==> src/rtl/hpi_txn_sequencer.sv <==
// HPI transaction sequencer: turns one request into a timed SETUP/STROBE/HOLD/TURN
// bus cycle on an asynchronous host-port interface, with a registered completion pulse.
module hpi_txn_sequencer #(
    parameter int SETUP_CYC  = 1,
    parameter int STROBE_CYC = 4,
    parameter int HOLD_CYC   = 1,
    parameter int TURN_CYC   = 2
) (
    input  logic        clk,
    input  logic        reset,
    input  logic        req_valid,
    output logic        req_ready,
    input  logic        req_write,
    input  logic [1:0]  req_addr,
    input  logic [15:0] req_wdata,
    output logic        rsp_valid,
    output logic [15:0] rsp_rdata,
    output logic [1:0]  hpi_addr,
    output logic        hpi_cs_n,
    output logic        hpi_rd_n,
    output logic        hpi_wr_n,
    output logic [15:0] hpi_dout,
    output logic        hpi_dout_en,
    input  logic [15:0] hpi_din,
    output logic        busy
);

    typedef enum logic [2:0] {
        ST_IDLE   = 3'd0,
        ST_SETUP  = 3'd1,
        ST_STROBE = 3'd2,
        ST_HOLD   = 3'd3,
        ST_TURN   = 3'd4
    } state_t;

    // The counter is loaded with (cycles - 1) on entry and the state exits at zero.
    localparam logic [3:0] SETUP_LD  = (SETUP_CYC > 0) ? 4'(SETUP_CYC - 1) : 4'd0;
    localparam logic [3:0] STROBE_LD = 4'(STROBE_CYC - 1);
    localparam logic [3:0] HOLD_LD   = (HOLD_CYC > 0) ? 4'(HOLD_CYC - 1) : 4'd0;
    localparam logic [3:0] TURN_LD   = (TURN_CYC > 0) ? 4'(TURN_CYC - 1) : 4'd0;

    state_t      state_r, next_state_s;
    logic [3:0]  cnt_r, next_cnt_s;
    logic        write_r, ready_r, busy_r, rsp_valid_r;
    logic        cs_n_r, rd_n_r, wr_n_r, dout_en_r;
    logic [1:0]  addr_r;
    logic [15:0] dout_r, rd_cap_r, rsp_rdata_r;
    logic        accept_s, done_s, cap_s, active_s, strobe_s, txn_write_s;
    logic [15:0] rsp_data_s;

    // Next-state/counter sequencing plus the decoded view of the next state.
    always_comb begin
        next_state_s = state_r;
        next_cnt_s   = cnt_r;
        done_s       = 1'b0;
        accept_s     = req_valid & ready_r;
        cap_s        = (state_r == ST_STROBE) && (cnt_r == 4'd0);
        case (state_r)
            ST_IDLE: begin
                if (accept_s) begin
                    if (SETUP_CYC > 0) begin
                        next_state_s = ST_SETUP;
                        next_cnt_s   = SETUP_LD;
                    end else begin
                        next_state_s = ST_STROBE;
                        next_cnt_s   = STROBE_LD;
                    end
                end else begin
                    next_state_s = ST_IDLE;
                end
            end
            ST_SETUP: begin
                if (cnt_r == 4'd0) begin
                    next_state_s = ST_STROBE;
                    next_cnt_s   = STROBE_LD;
                end else begin
                    next_cnt_s = cnt_r - 4'd1;
                end
            end
            ST_STROBE: begin
                if (cnt_r != 4'd0) begin
                    next_cnt_s = cnt_r - 4'd1;
                end else if (HOLD_CYC > 0) begin
                    next_state_s = ST_HOLD;
                    next_cnt_s   = HOLD_LD;
                end else if (TURN_CYC > 0) begin
                    done_s       = 1'b1;
                    next_state_s = ST_TURN;
                    next_cnt_s   = TURN_LD;
                end else begin
                    done_s       = 1'b1;
                    next_state_s = ST_IDLE;
                    next_cnt_s   = 4'd0;
                end
            end
            ST_HOLD: begin
                if (cnt_r != 4'd0) begin
                    next_cnt_s = cnt_r - 4'd1;
                end else if (TURN_CYC > 0) begin
                    done_s       = 1'b1;
                    next_state_s = ST_TURN;
                    next_cnt_s   = TURN_LD;
                end else begin
                    done_s       = 1'b1;
                    next_state_s = ST_IDLE;
                    next_cnt_s   = 4'd0;
                end
            end
            ST_TURN: begin
                if (cnt_r == 4'd0) begin
                    next_state_s = ST_IDLE;
                end else begin
                    next_cnt_s = cnt_r - 4'd1;
                end
            end
            default: begin
                next_state_s = ST_IDLE;
                next_cnt_s   = 4'd0;
            end
        endcase
        // Pins are registered from the next state, so the accepted direction is used directly.
        txn_write_s = accept_s ? req_write : write_r;
        active_s    = (next_state_s == ST_SETUP) || (next_state_s == ST_STROBE) ||
                      (next_state_s == ST_HOLD);
        strobe_s    = (next_state_s == ST_STROBE);
        // With no HOLD the completion edge is also the capture edge.
        rsp_data_s  = write_r ? 16'h0000 : (cap_s ? hpi_din : rd_cap_r);
    end

    // State, counter, latched request, bus pins and response registers.
    always_ff @(posedge clk) begin
        if (reset) begin
            state_r     <= ST_IDLE;
            cnt_r       <= 4'd0;
            write_r     <= 1'b0;
            addr_r      <= 2'd0;
            dout_r      <= 16'h0000;
            rd_cap_r    <= 16'h0000;
            cs_n_r      <= 1'b1;
            rd_n_r      <= 1'b1;
            wr_n_r      <= 1'b1;
            dout_en_r   <= 1'b0;
            rsp_valid_r <= 1'b0;
            rsp_rdata_r <= 16'h0000;
            ready_r     <= 1'b0;
            busy_r      <= 1'b0;
        end else begin
            state_r <= next_state_s;
            cnt_r   <= next_cnt_s;
            if (accept_s) begin
                write_r <= req_write;
                addr_r  <= req_addr;
                dout_r  <= req_wdata;
            end
            if (cap_s) begin
                rd_cap_r <= hpi_din;
            end
            cs_n_r      <= ~active_s;
            rd_n_r      <= ~(strobe_s & ~txn_write_s);
            wr_n_r      <= ~(strobe_s & txn_write_s);
            dout_en_r   <= active_s & txn_write_s;
            rsp_valid_r <= done_s;
            if (done_s) begin
                rsp_rdata_r <= rsp_data_s;
            end
            ready_r <= (next_state_s == ST_IDLE);
            busy_r  <= (next_state_s != ST_IDLE);
        end
    end

    assign req_ready   = ready_r;
    assign busy        = busy_r;
    assign rsp_valid   = rsp_valid_r;
    assign rsp_rdata   = rsp_rdata_r;
    assign hpi_addr    = addr_r;
    assign hpi_dout    = dout_r;
    assign hpi_cs_n    = cs_n_r;
    assign hpi_rd_n    = rd_n_r;
    assign hpi_wr_n    = wr_n_r;
    assign hpi_dout_en = dout_en_r;

endmodule

==> config.mk <==
export PLATFORM = sky130hd
export DESIGN_NAME = hpi_txn_sequencer
export DESIGN_NICKNAME = d
export VERILOG_FILES = /design/src/rtl/hpi_txn_sequencer.sv
export SDC_FILE = /design/constraint.sdc
export NUM_CORES = 1
export LEC_CHECK = 0
export BUFFER_PORTS_ARGS = -buffer_cell sky130_fd_sc_hd__buf_2
export CORE_MARGIN = 5
export CORE_UTILIZATION = 45
export DETAILED_ROUTE_END_ITERATION = 8
export PLACE_DENSITY = 0.7
export SLEW_MARGIN = 20
export SYNTH_ARGS = -nofsm -noshare
export SYNTH_HDL_FRONTEND = slang
export SYNTH_SLANG_ARGS = --single-unit
==> constraint.sdc <==
create_clock -name clk -period 2.4 [get_ports clk]
set_input_delay 0.6 -clock clk [delete_from_list [all_inputs] [get_ports clk]]
set_output_delay 0.6 -clock clk [all_outputs]
set_load 0.05 [all_outputs]
==> results of run 1 <==
how the worst min path moves through the flow:
stage	start	to	slack, ns	depth (start not counted)
2_1_floorplan	rd_cap_r[15]	rd_cap_r[15]	0.43	2
3_3_place_gp	hpi_dout[8]	hpi_dout[8]	0.44	2
3_5_place_dp	hpi_dout[14]	hpi_dout[14]	0.45	2
4_1_cts	hpi_dout[14]	hpi_dout[14]	0.45	2
5_1_grt	hpi_addr[1]	hpi_addr[1]	0.47	2
6_report	hpi_dout[14]	hpi_dout[14]	0.45	2
flip-flops by register name, summed over array words and instances (netlist names), 2 cells and up:
register   count
hpi_addr       2
rd_cap_r      16
cnt_r          4
state_r        3
rsp_rdata     16
hpi_dout      16
per-stage QoR:
stage	instances	instance area (µm²)	utilization (%)
2_1_floorplan	271	2400	-
3_3_place_gp	408	2830	55.0
3_5_place_dp	408	2830	55.0
4_1_cts	424	3040	59.1
5_1_grt	424	3040	59.1
6_report	424	3040	59.1
cell usage after synthesis, drive strengths merged (2+ instances only):
| library cell | number |
|---|---|
| nor2 | 9 |
| or3 | 3 |
| nand2b | 3 |
| ha | 2 |
| a22o | 15 |
| clkbuf | 7 |
| inv | 2 |
| nand3 | 2 |
| nor3 | 5 |
| mux2i | 3 |
| buf | 10 |
| or3b | 2 |
| dfxtp | 65 |
| and2 | 3 |
| a31oi | 2 |
| a21oi | 40 |
| nand2 | 80 |
| nor2b | 2 |
| o21ai | 2 |
report_power, final:
| group | internal (mW) | switching, mW | leakage [nW] |
|---|---|---|---|
| Combinational | 0.379 | 0.780 | 0.687 |
| Sequential | 1.24 | 0.106 | 0.527 |
| Clock | 0.584 | 0.402 | 0.0995 |
cell families after synthesis:
family	share of synthesized area [%]
AND/OR/NAND/NOR	22.0
flip-flops	54.3
AO/OA/AOI/OAI	16.4
buffers and inverters	4.28
multiplexers	1.25
XOR/XNOR	0.731
adder cells (fa/ha/maj)	1.04
cell usage in the layout (no fill, tap or decap), types with 2 or more instances in the layout:
cell / netlist / layout
nor2_1: 9 / 9
a22o_1: 15 / 15
clkbuf_1: 7 / 2
dfxtp_1: 65 / 65
a31oi_1: 2 / 2
o21ai_0: 2 / 2
and2_1: 3 / 3
inv_1: 2 / 2
nand3_1: 2 / 2
or3b_1: 2 / 2
a21oi_1: 40 / 40
buf_4: 0 / 6
mux2i_1: 3 / 3
ha_1: 2 / 2
clkinvlp_4: 0 / 2
buf_2: 4 / 78
nand2_1: 80 / 80
nor3_1: 3 / 3
clkbuf_8: 0 / 9
bufinv_16: 0 / 2
nand2b_1: 3 / 3
or3_1: 3 / 3
routing by layer:
layer | vias to the layer above | part of all wire [%] | track usage [%]
met3 | 11 | 8.8 | 6.73
met4 | 0 | 1.7 | 8.02
li1 | 1071 | - | -
met2 | 76 | 45 | 27.4
met5 | - | 0 | 0
met1 | 977 | 44 | 20.2
final cells by class:
| class | count | area share [%] |
|---|---|---|
| Inverter | 2 | 0.247 |
| Tap cell | 70 | 2.88 |
| Clock inverter | 5 | 2.63 |
| Clock buffer | 11 | 4.32 |
| Sequential cell | 65 | 42.8 |
| Timing Repair Buffer | 84 | 14.3 |
| Multi-Input combinational cell | 187 | 32.8 |
critical path, delay by kind of cell (launching register included):
family | cells | cell delay (ns)
DFF | 1 | 0.34
and+or+nand+nor | 3 | 1.15
buffers and inverters | 1 | 0.09
adders and majority gates | 1 | 0.17
AOI/OAI and AO/OA | 1 | 0.26
==> run summary, run 1 <==
Ant diodes: 0
Total setup buffers inserted after CTS: 0
Peak VDD IR: 0.740 mV
Starting density of the core: 46.6%
Sequential share of the synthesized area: 54.3%
Final WS setup: 0.335 ns
Power Dens Cells: 1150 nW/µm²
Kind of critical path: reg2reg
Crit path time final: 2.07 ns
Synth Area per Inst: 8.85 µm²
Leakage: 1.31 nW
Final period utilization: 86.1%
R2R setup slack: 0.33 ns
# rows: 26
Max-cap violations: 0
Die Footprint: 6890 µm²
Grt total ovfl: 0
Boundary Pins: 79
Router iterations before antenna repair: 4
Ranking of synthesized cells by area: dfxtp_1, nand2_1, a21oi_1
First-pass GRT wire length: 9.71 mm
R2R Path End: rsp_rdata[6]
Worst skew pair latency: 0.33 ns
Worst-path cell chain: inv_1 > ha_1 > and4bb_1 > nand2b_1 > nor3_2 > a22o_1
Main synth FF type: dfxtp_1
Number of synthesized flops with an enable pin: 0
Cells after synthesis: 271
H-tree Lvls: 3
Total CTS buffers: 9
WL final: 5.73 mm
End point of the critical path: rsp_rdata[6]
Overall Global Routing Usage: 17.2%
Cts repair resizes: 0
Hold-fix buffers at CTS: 0
Pre-CTS setup slack: 0.134 ns
Final Hold Viols: 0
Synth warnings: 0
Critical Path RT: 2.68 ns
Post-detail-place hpwl: 3.97 mm
Core footprint: 5140 µm²
CTS tree: done
Clock Sinks: 65
Avg WL per Cell: 13.5 µm
Port Buffers: 78
Die H: 83.0 µm
Slew Limit Fails: 0
Syn-to-layout area delta: 26.8%
Max Clock Freq: 0.484 GHz
Async set-reset flop share out of synthesis: 0%
CP Launch Point: cnt_r[0]
Post-DR vias/cell: 5.04
# DRC: 0
Min Hold Slack: 0.452 ns
CP Launch Type: register
Clock-pin slew on the worst setup and hold paths: 0.07 ns
Largest net degree at the start of global routing: 39
Skew final: 0.00514 ns
Setup_tns: 0 ns
Routability cong.: 0.868
Mapped Area: 2400 µm²
Die width: 83.0 µm
R2r startpoint: cnt_r[0]
Yosys cell types: 38
Vias in the first global route: 2,085
Setup violations, final: 0
Outcome: completed
Share of the synthesized area in the top cell type: 54.3%
Design Power: 3.49 mW
Flop and latch count out of synthesis: 65
Initial antenna violation count: 0
Area of the multi-input gates: 996 µm²
Remaining antenna violation count: 0
Library cell with the largest summed area after synthesis: dfxtp_1
Vias after detailed routing: 2,135
WP data arrival: 2.34 ns
Max incr delay on CP: 0.72 ns
Fraction of layout cells with a size suffix above 1: 28.8%
Crit-path max FO: 15
Worst Max-Slew Pin Slew: 0.910 ns
Critical path's slowest cell: nor3_2
Sequential Area: 1300 µm²
Min-Delay Path Class: reg2reg
Clock Root Buffer: clkbuf_8
NumNets Final: 389
Filler cells: 512
Post-synth net total: 311
DRT iter0 DRCs: 69
Worst Reg-to-Reg Cells: 6
Relative slew slack: 39.0%
Unrepaired setup endpoints after global routing: no
Crit path capture type: register
Maximum buffer depth of the clock tree: 2
No activity file was read; power rests on OpenSTA's default activity.
==> inputs of run 2 (changes only) <==
==> constraint.sdc (replaced) <==
create_clock -name clk -period 2.54 [get_ports clk]
set_input_delay 0.635 -clock clk [delete_from_list [all_inputs] [get_ports clk]]
set_output_delay 0.635 -clock clk [all_outputs]
set_load 0.05 [all_outputs]
==> run 2 against run 1 <==
Compared with the run above: cell count fell by 0.71%; sequential cell count did not move; setup slack worse by 0.034 ns; global-route usage down 0.52 points.
==> run summary, run 2 (synthesized netlist as in run 1, its figures left out) <==
Worst Max-Slew Pin Slew: 0.985 ns
Crit path time final: 2.24 ns
Clock Sinks: 65
Starting density of the core: 46.6%
Vias in the first global route: 2,052
Min-Delay Path Class: reg2reg
Reg power frac: 40.7%
Worst Hold Depth: 2
Initial antenna violation count: 0
Routed metal-1 wirelength: 2.45 mm
Skew final: 0.00883 ns
CP bufs+invs: 1
Clock-pin slew on the worst setup and hold paths: 0.07 ns
Net Sw Power: 1.21 mW
R2R setup slack: 0.30 ns
Slew Limit Fails: 0
WL met2: 2.50 mm
Critical path's slowest cell: nor2b_1
# DRC: 0
Post-detail-place hpwl: 3.83 mm
WL final: 5.57 mm
Kind of critical path: reg2reg
Final period utilization: 88.2%
Most frequent cells in the layout: nand2_1, buf_2, dfxtp_1
Final core utilization: 58.4%
Power Dens Cells: 1050 nW/µm²
Outcome: completed
Boundary Pins: 79
DRT iter0 DRCs: 62
Routability cong.: 0.874
Design Power: 3.16 mW
CP delay by family, top: simple AND/OR/NAND/NOR gates
Total setup buffers inserted after CTS: 0
Vias after detailed routing: 2,117
Core footprint: 5140 µm²
Worst skew pair latency: 0.34 ns
First-pass GRT wire length: 9.31 mm
Post-DR vias/cell: 5.03
Crit-path max FO: 15
H-tree Lvls: 3
Net Sw Frac: 38.1%
Port Buffers: 78
Logic pwr share: 32.3%
R2r startpoint: cnt_r[0]
Overall Global Routing Usage: 16.6%
Die H: 83.0 µm
Leakage: 1.29 nW
Setup violations, final: 0
Die width: 83.0 µm
Maximum buffer depth of the clock tree: 2
Met3 Wirelength: 490 µm
Critical Path RT: 2.82 ns
Filler cells: 501
Top Metal Used: met4
WP data arrival: 2.52 ns
Router iterations before antenna repair: 7
Clock Power Share: 26.9%
Worst-path cell chain: inv_1 > ha_1 > and4bb_1 > nand2b_1 > nor2b_1 > a22o_1
Commonest non-fill, non-tap cell in the layout: nand2_1
Crit path capture type: register
# rows: 26
Peak VDD IR: 0.555 mV
Endpoint, Worst Hold: hpi_dout[12]
Fraction of layout cells with a size suffix above 1: 28.5%
Worst Reg-to-Reg Cells: 6
Pre-CTS setup slack: 0.295 ns
Ant diodes: 0
Cts repair resizes: 0
Max-cap violations: 0
CP Launch Type: register
Final WS setup: 0.300 ns
Clock Root Buffer: clkbuf_8
Max incr delay on CP: 0.82 ns
Sequential Area: 1300 µm²
Largest net degree at the start of global routing: 22
Max Clock Freq: 0.446 GHz
Area of the multi-input gates: 993 µm²
Syn-to-layout area delta: 25.3%
Hold-fix buffers at CTS: 0
Total CTS buffers: 9
NumNets Final: 386
Relative slew slack: 34.2%
Setup_tns: 0 ns
Unrepaired setup endpoints after global routing: no
Grt total ovfl: 0
Power Internal: 1.96 mW
Avg WL per Cell: 13.2 µm
R2R Path End: rsp_rdata[5]
Die Footprint: 6890 µm²
Final Hold Viols: 0
Source of the worst hold timing path: hpi_dout[12]
Remaining antenna violation count: 0
CTS tree: done
-- run 2: changes by cell type in the layout (fill, tap and decap cells not counted), moves of 2 or more --
cell	before	now
buf_4	6	3
clkbuf_1	2	0
bufinv_16	2	0
clkbuf_8	9	13
-- run 2: per-layer routing --
| metal | vias up | GRT usage, % |
|---|---|---|
| li1 | 1071 | - |
| met2 | 74 | 25.7 |
| met3 | 15 | 6.73 |
| met1 | 957 | 19.1 |
| met4 | 0 | 10.3 |
| met5 | - | 0 |
-- run 2: worst register-to-register path: cells and delay by family (launching register included) --
kind,cells,cell delay (ns)
AND/OR/NAND/NOR,3,1.26
adder cells (fa/ha/maj),1,0.22
buffers and inverters,1,0.08
flip-flops,1,0.38
AO/OA/AOI/OAI,1,0.24
-- run 2: area by class of cell --
cell class | count | share of cell area (%)
Sequential cell | 65 | 43.3
Clock buffer | 13 | 5.96
Multi-Input combinational cell | 187 | 33.1
Inverter | 2 | 0.250
Clock inverter | 3 | 0.750
Timing Repair Buffer | 81 | 13.7
Tap cell | 70 | 2.92
-- run 2: worst max path at each step --
stage	from	end	slack, ns	depth (start not counted)
floorplan	cnt_r[0]	rd_cap_r[10]	0.67	9
global placement	cnt_r[0]	rsp_rdata[11]	0.40	6
detailed placement	cnt_r[0]	rsp_rdata[5]	0.30	6
CTS	cnt_r[0]	rsp_rdata[5]	0.27	6
global route	cnt_r[0]	rsp_rdata[12]	0.13	6
finish	cnt_r[0]	rsp_rdata[5]	0.30	6
-- run 2: stage by stage --
stage                     instances  hold WS (ns)  instance area (µm²)
after floorplan                 271         0.431                 2400
after global placement          405         0.438                 2800
after detailed placement        405         0.445                 2800
after CTS                       421         0.455                 3000
after global routing            421         0.467                 3000
final                           421         0.454                 3000
-- run 2: power groups by stage --
| stage | clock network [mW] | registers [mW] | logic (mW) |
|---|---|---|---|
| floorplan | 0 | 1.50 | 0.644 |
| global placement | 0 | 1.30 | 1.02 |
| detailed placement | 0 | 1.31 | 1.02 |
| CTS | 0.878 | 1.29 | 1.03 |
| global route | 0.920 | 1.31 | 1.13 |
| finish | 0.852 | 1.29 | 1.02 |
==> inputs of run 3 (changes only) <==
--- a/config.mk
+++ b/config.mk
@@ -9,7 +9,7 @@
 export CORE_MARGIN = 5
 export CORE_UTILIZATION = 45
 export DETAILED_ROUTE_END_ITERATION = 8
-export PLACE_DENSITY = 0.7
+export PLACE_DENSITY = 0.73
 export SLEW_MARGIN = 20
 export SYNTH_ARGS = -nofsm -noshare
 export SYNTH_HDL_FRONTEND = slang
==> constraint.sdc (replaced) <==
create_clock -name clk -period 2 [get_ports clk]
set_input_delay 0.5 -clock clk [delete_from_list [all_inputs] [get_ports clk]]
set_output_delay 0.5 -clock clk [all_outputs]
set_load 0.05 [all_outputs]
==> run 3 against run 2 <==
Compared with the run above: combinational power increased by 53%; maximum frequency grew 24%; core utilization grew 2.1 points; via count is 3.8% higher; power grew 31%; sequential share of layout area fell by 1.5 points; largest cell class unchanged.
==> run summary, run 3 (synthesized netlist as in run 1, its figures left out) <==
Router iterations before antenna repair: 4
Total CTS buffers: 9
Overall Global Routing Usage: 17.1%
Syn-to-layout area delta: 29.9%
Kind of critical path: reg2reg
Sequential Area: 1300 µm²
End point of the critical path: rsp_rdata[12]
Peak VDD IR: 0.852 mV
# rows: 26
Slew Limit Fails: 0
Maximum buffer depth of the clock tree: 2
H-tree Lvls: 3
Most frequent cells in the layout: nand2_1, buf_2, dfxtp_1
Clock Root Buffer: clkbuf_8
WP data arrival: 2.08 ns
Pre-CTS setup slack: -0.0574 ns
Avg WL per Cell: 13.3 µm
Area of the multi-input gates: 1010 µm²
Min-Delay Path Class: in2reg
Routability cong.: 0.874
Grt total ovfl: 0
Boundary Pins: 79
Design Area, Final: 3110 µm²
Post-DR vias/cell: 5.04
Die width: 83.0 µm
Logic pwr share: 37.7%
Final Hold Viols: 0
Worst Max-Slew Pin Slew: 0.593 ns
R2R setup slack: 0.19 ns
Worst Reg-to-Reg Cells: 7
Max Clock Freq: 0.552 GHz
Crit path time final: 1.81 ns
Final period utilization: 90.5%
Unrepaired setup endpoints after global routing: no
WL final: 5.78 mm
Clock Power Share: 24.5%
Clock-pin slew on the worst setup and hold paths: 0.07 ns
Commonest non-fill, non-tap cell in the layout: nand2_1
Ant diodes: 0
Critical Path RT: 2.27 ns
Crit-path max FO: 15
Placed Area: 2920 µm²
Post-Layout Cell Count: 436
Vias in the first global route: 2,109
Hold-fix buffers at CTS: 0
Net Sw Frac: 37.4%
DRT iter0 DRCs: 63
R2r startpoint: cnt_r[1]
Clock Sinks: 65
Power Dens Cells: 1330 nW/µm²
Min Hold Slack: 0.398 ns
Outcome: completed
First-pass GRT wire length: 9.78 mm
Skew final: 0.00692 ns
Port Buffers: 78
Core footprint: 5140 µm²
R2R Path End: rsp_rdata[12]
CTS tree: done
Largest net degree at the start of global routing: 43
Total setup buffers inserted after CTS: 0
Placed insts: 421
# DRC: 0
Net Sw Power: 1.55 mW
Crit path capture type: register
Fraction of layout cells with a size suffix above 1: 31.4%
Starting density of the core: 46.6%
CP Launch Point: cnt_r[1]
CP Launch Type: register
Design Power: 4.15 mW
Power Internal: 2.60 mW
Reg power frac: 37.9%
Post-detail-place hpwl: 4.07 mm
Vias after detailed routing: 2,198
Initial antenna violation count: 0
Die H: 83.0 µm
NumNets Final: 402
Setup violations, final: 0
Max-cap violations: 0
Die Footprint: 6890 µm²
Filler cells: 487
Leakage: 1.37 nW
Final WS setup: 0.189 ns
Remaining antenna violation count: 0
Worst skew pair latency: 0.33 ns
Relative slew slack: 60.3%
[run 3: worst max-delay path: stages, from the launching register on]
cell      delay [ns]
dfxtp_1         0.33
inv_1           0.08
ha_1            0.17
and4bb_1        0.23
nand2b_1        0.10
buf_4           0.16
nor3_4          0.45
a22o_1          0.24
[run 3: worst min path at each step]
| stage | depth (start not counted) | start | end | slack, ns |
|---|---|---|---|---|
| finish | 3 | req_wdata[7] | hpi_dout[7] | 0.40 |
| global route | 3 | req_wdata[5] | hpi_dout[5] | 0.39 |
| CTS | 3 | req_wdata[7] | hpi_dout[7] | 0.39 |
| detailed placement | 2 | hpi_dout[1] | hpi_dout[1] | 0.44 |
| global placement | 2 | hpi_dout[2] | hpi_dout[2] | 0.44 |
| floorplan | 2 | rd_cap_r[15] | rd_cap_r[15] | 0.43 |
[run 3: area by class of cell]
class,count,area share (%)
repair buffers,97,17.1
inverters,2,0.241
well taps,70,2.81
clock inverters,4,1.45
flip-flops and latches,65,41.8
multi-input cells,187,32.4
clock buffers,11,4.22
[run 3: per-stage QoR]
| step | util [%] | TNS, ns |
|---|---|---|
| floorplan | - | 0 |
| global placement | 56.9 | 0 |
| detailed placement | 56.9 | -0.635 |
| CTS | 60.5 | 0 |
| global route | 60.6 | 0 |
| finish | 60.6 | 0 |
[run 3: timing repair]
action,4_1_cts,5_1_grt
pin swaps,0,0
endpoints found under the hold margin,0,0
setup endpoints to repair,15,16
gates resized for setup,2,1
[run 3: layer usage]
layer | share of wire, % | GRT usage (%) | vias up | wire length (µm)
met4 | 2.0 | 8.17 | 0 | 116
met1 | 45 | 20.7 | 1006 | 2600
met3 | 7.4 | 6.44 | 13 | 429
met2 | 45 | 26.7 | 76 | 2630
met5 | 0 | 0 | - | 0
li1 | - | - | 1103 | -
[run 3: power by group through the flow]
stage / Sequential (mW) / Clock, mW / Combinational, mW
after floorplan: 1.90 / 0 / 0.817
after global placement: 1.59 / 0 / 1.52
after detailed placement: 1.60 / 0 / 1.53
after CTS: 1.57 / 1.05 / 1.55
after global routing: 1.59 / 1.11 / 1.69
final: 1.57 / 1.01 / 1.56
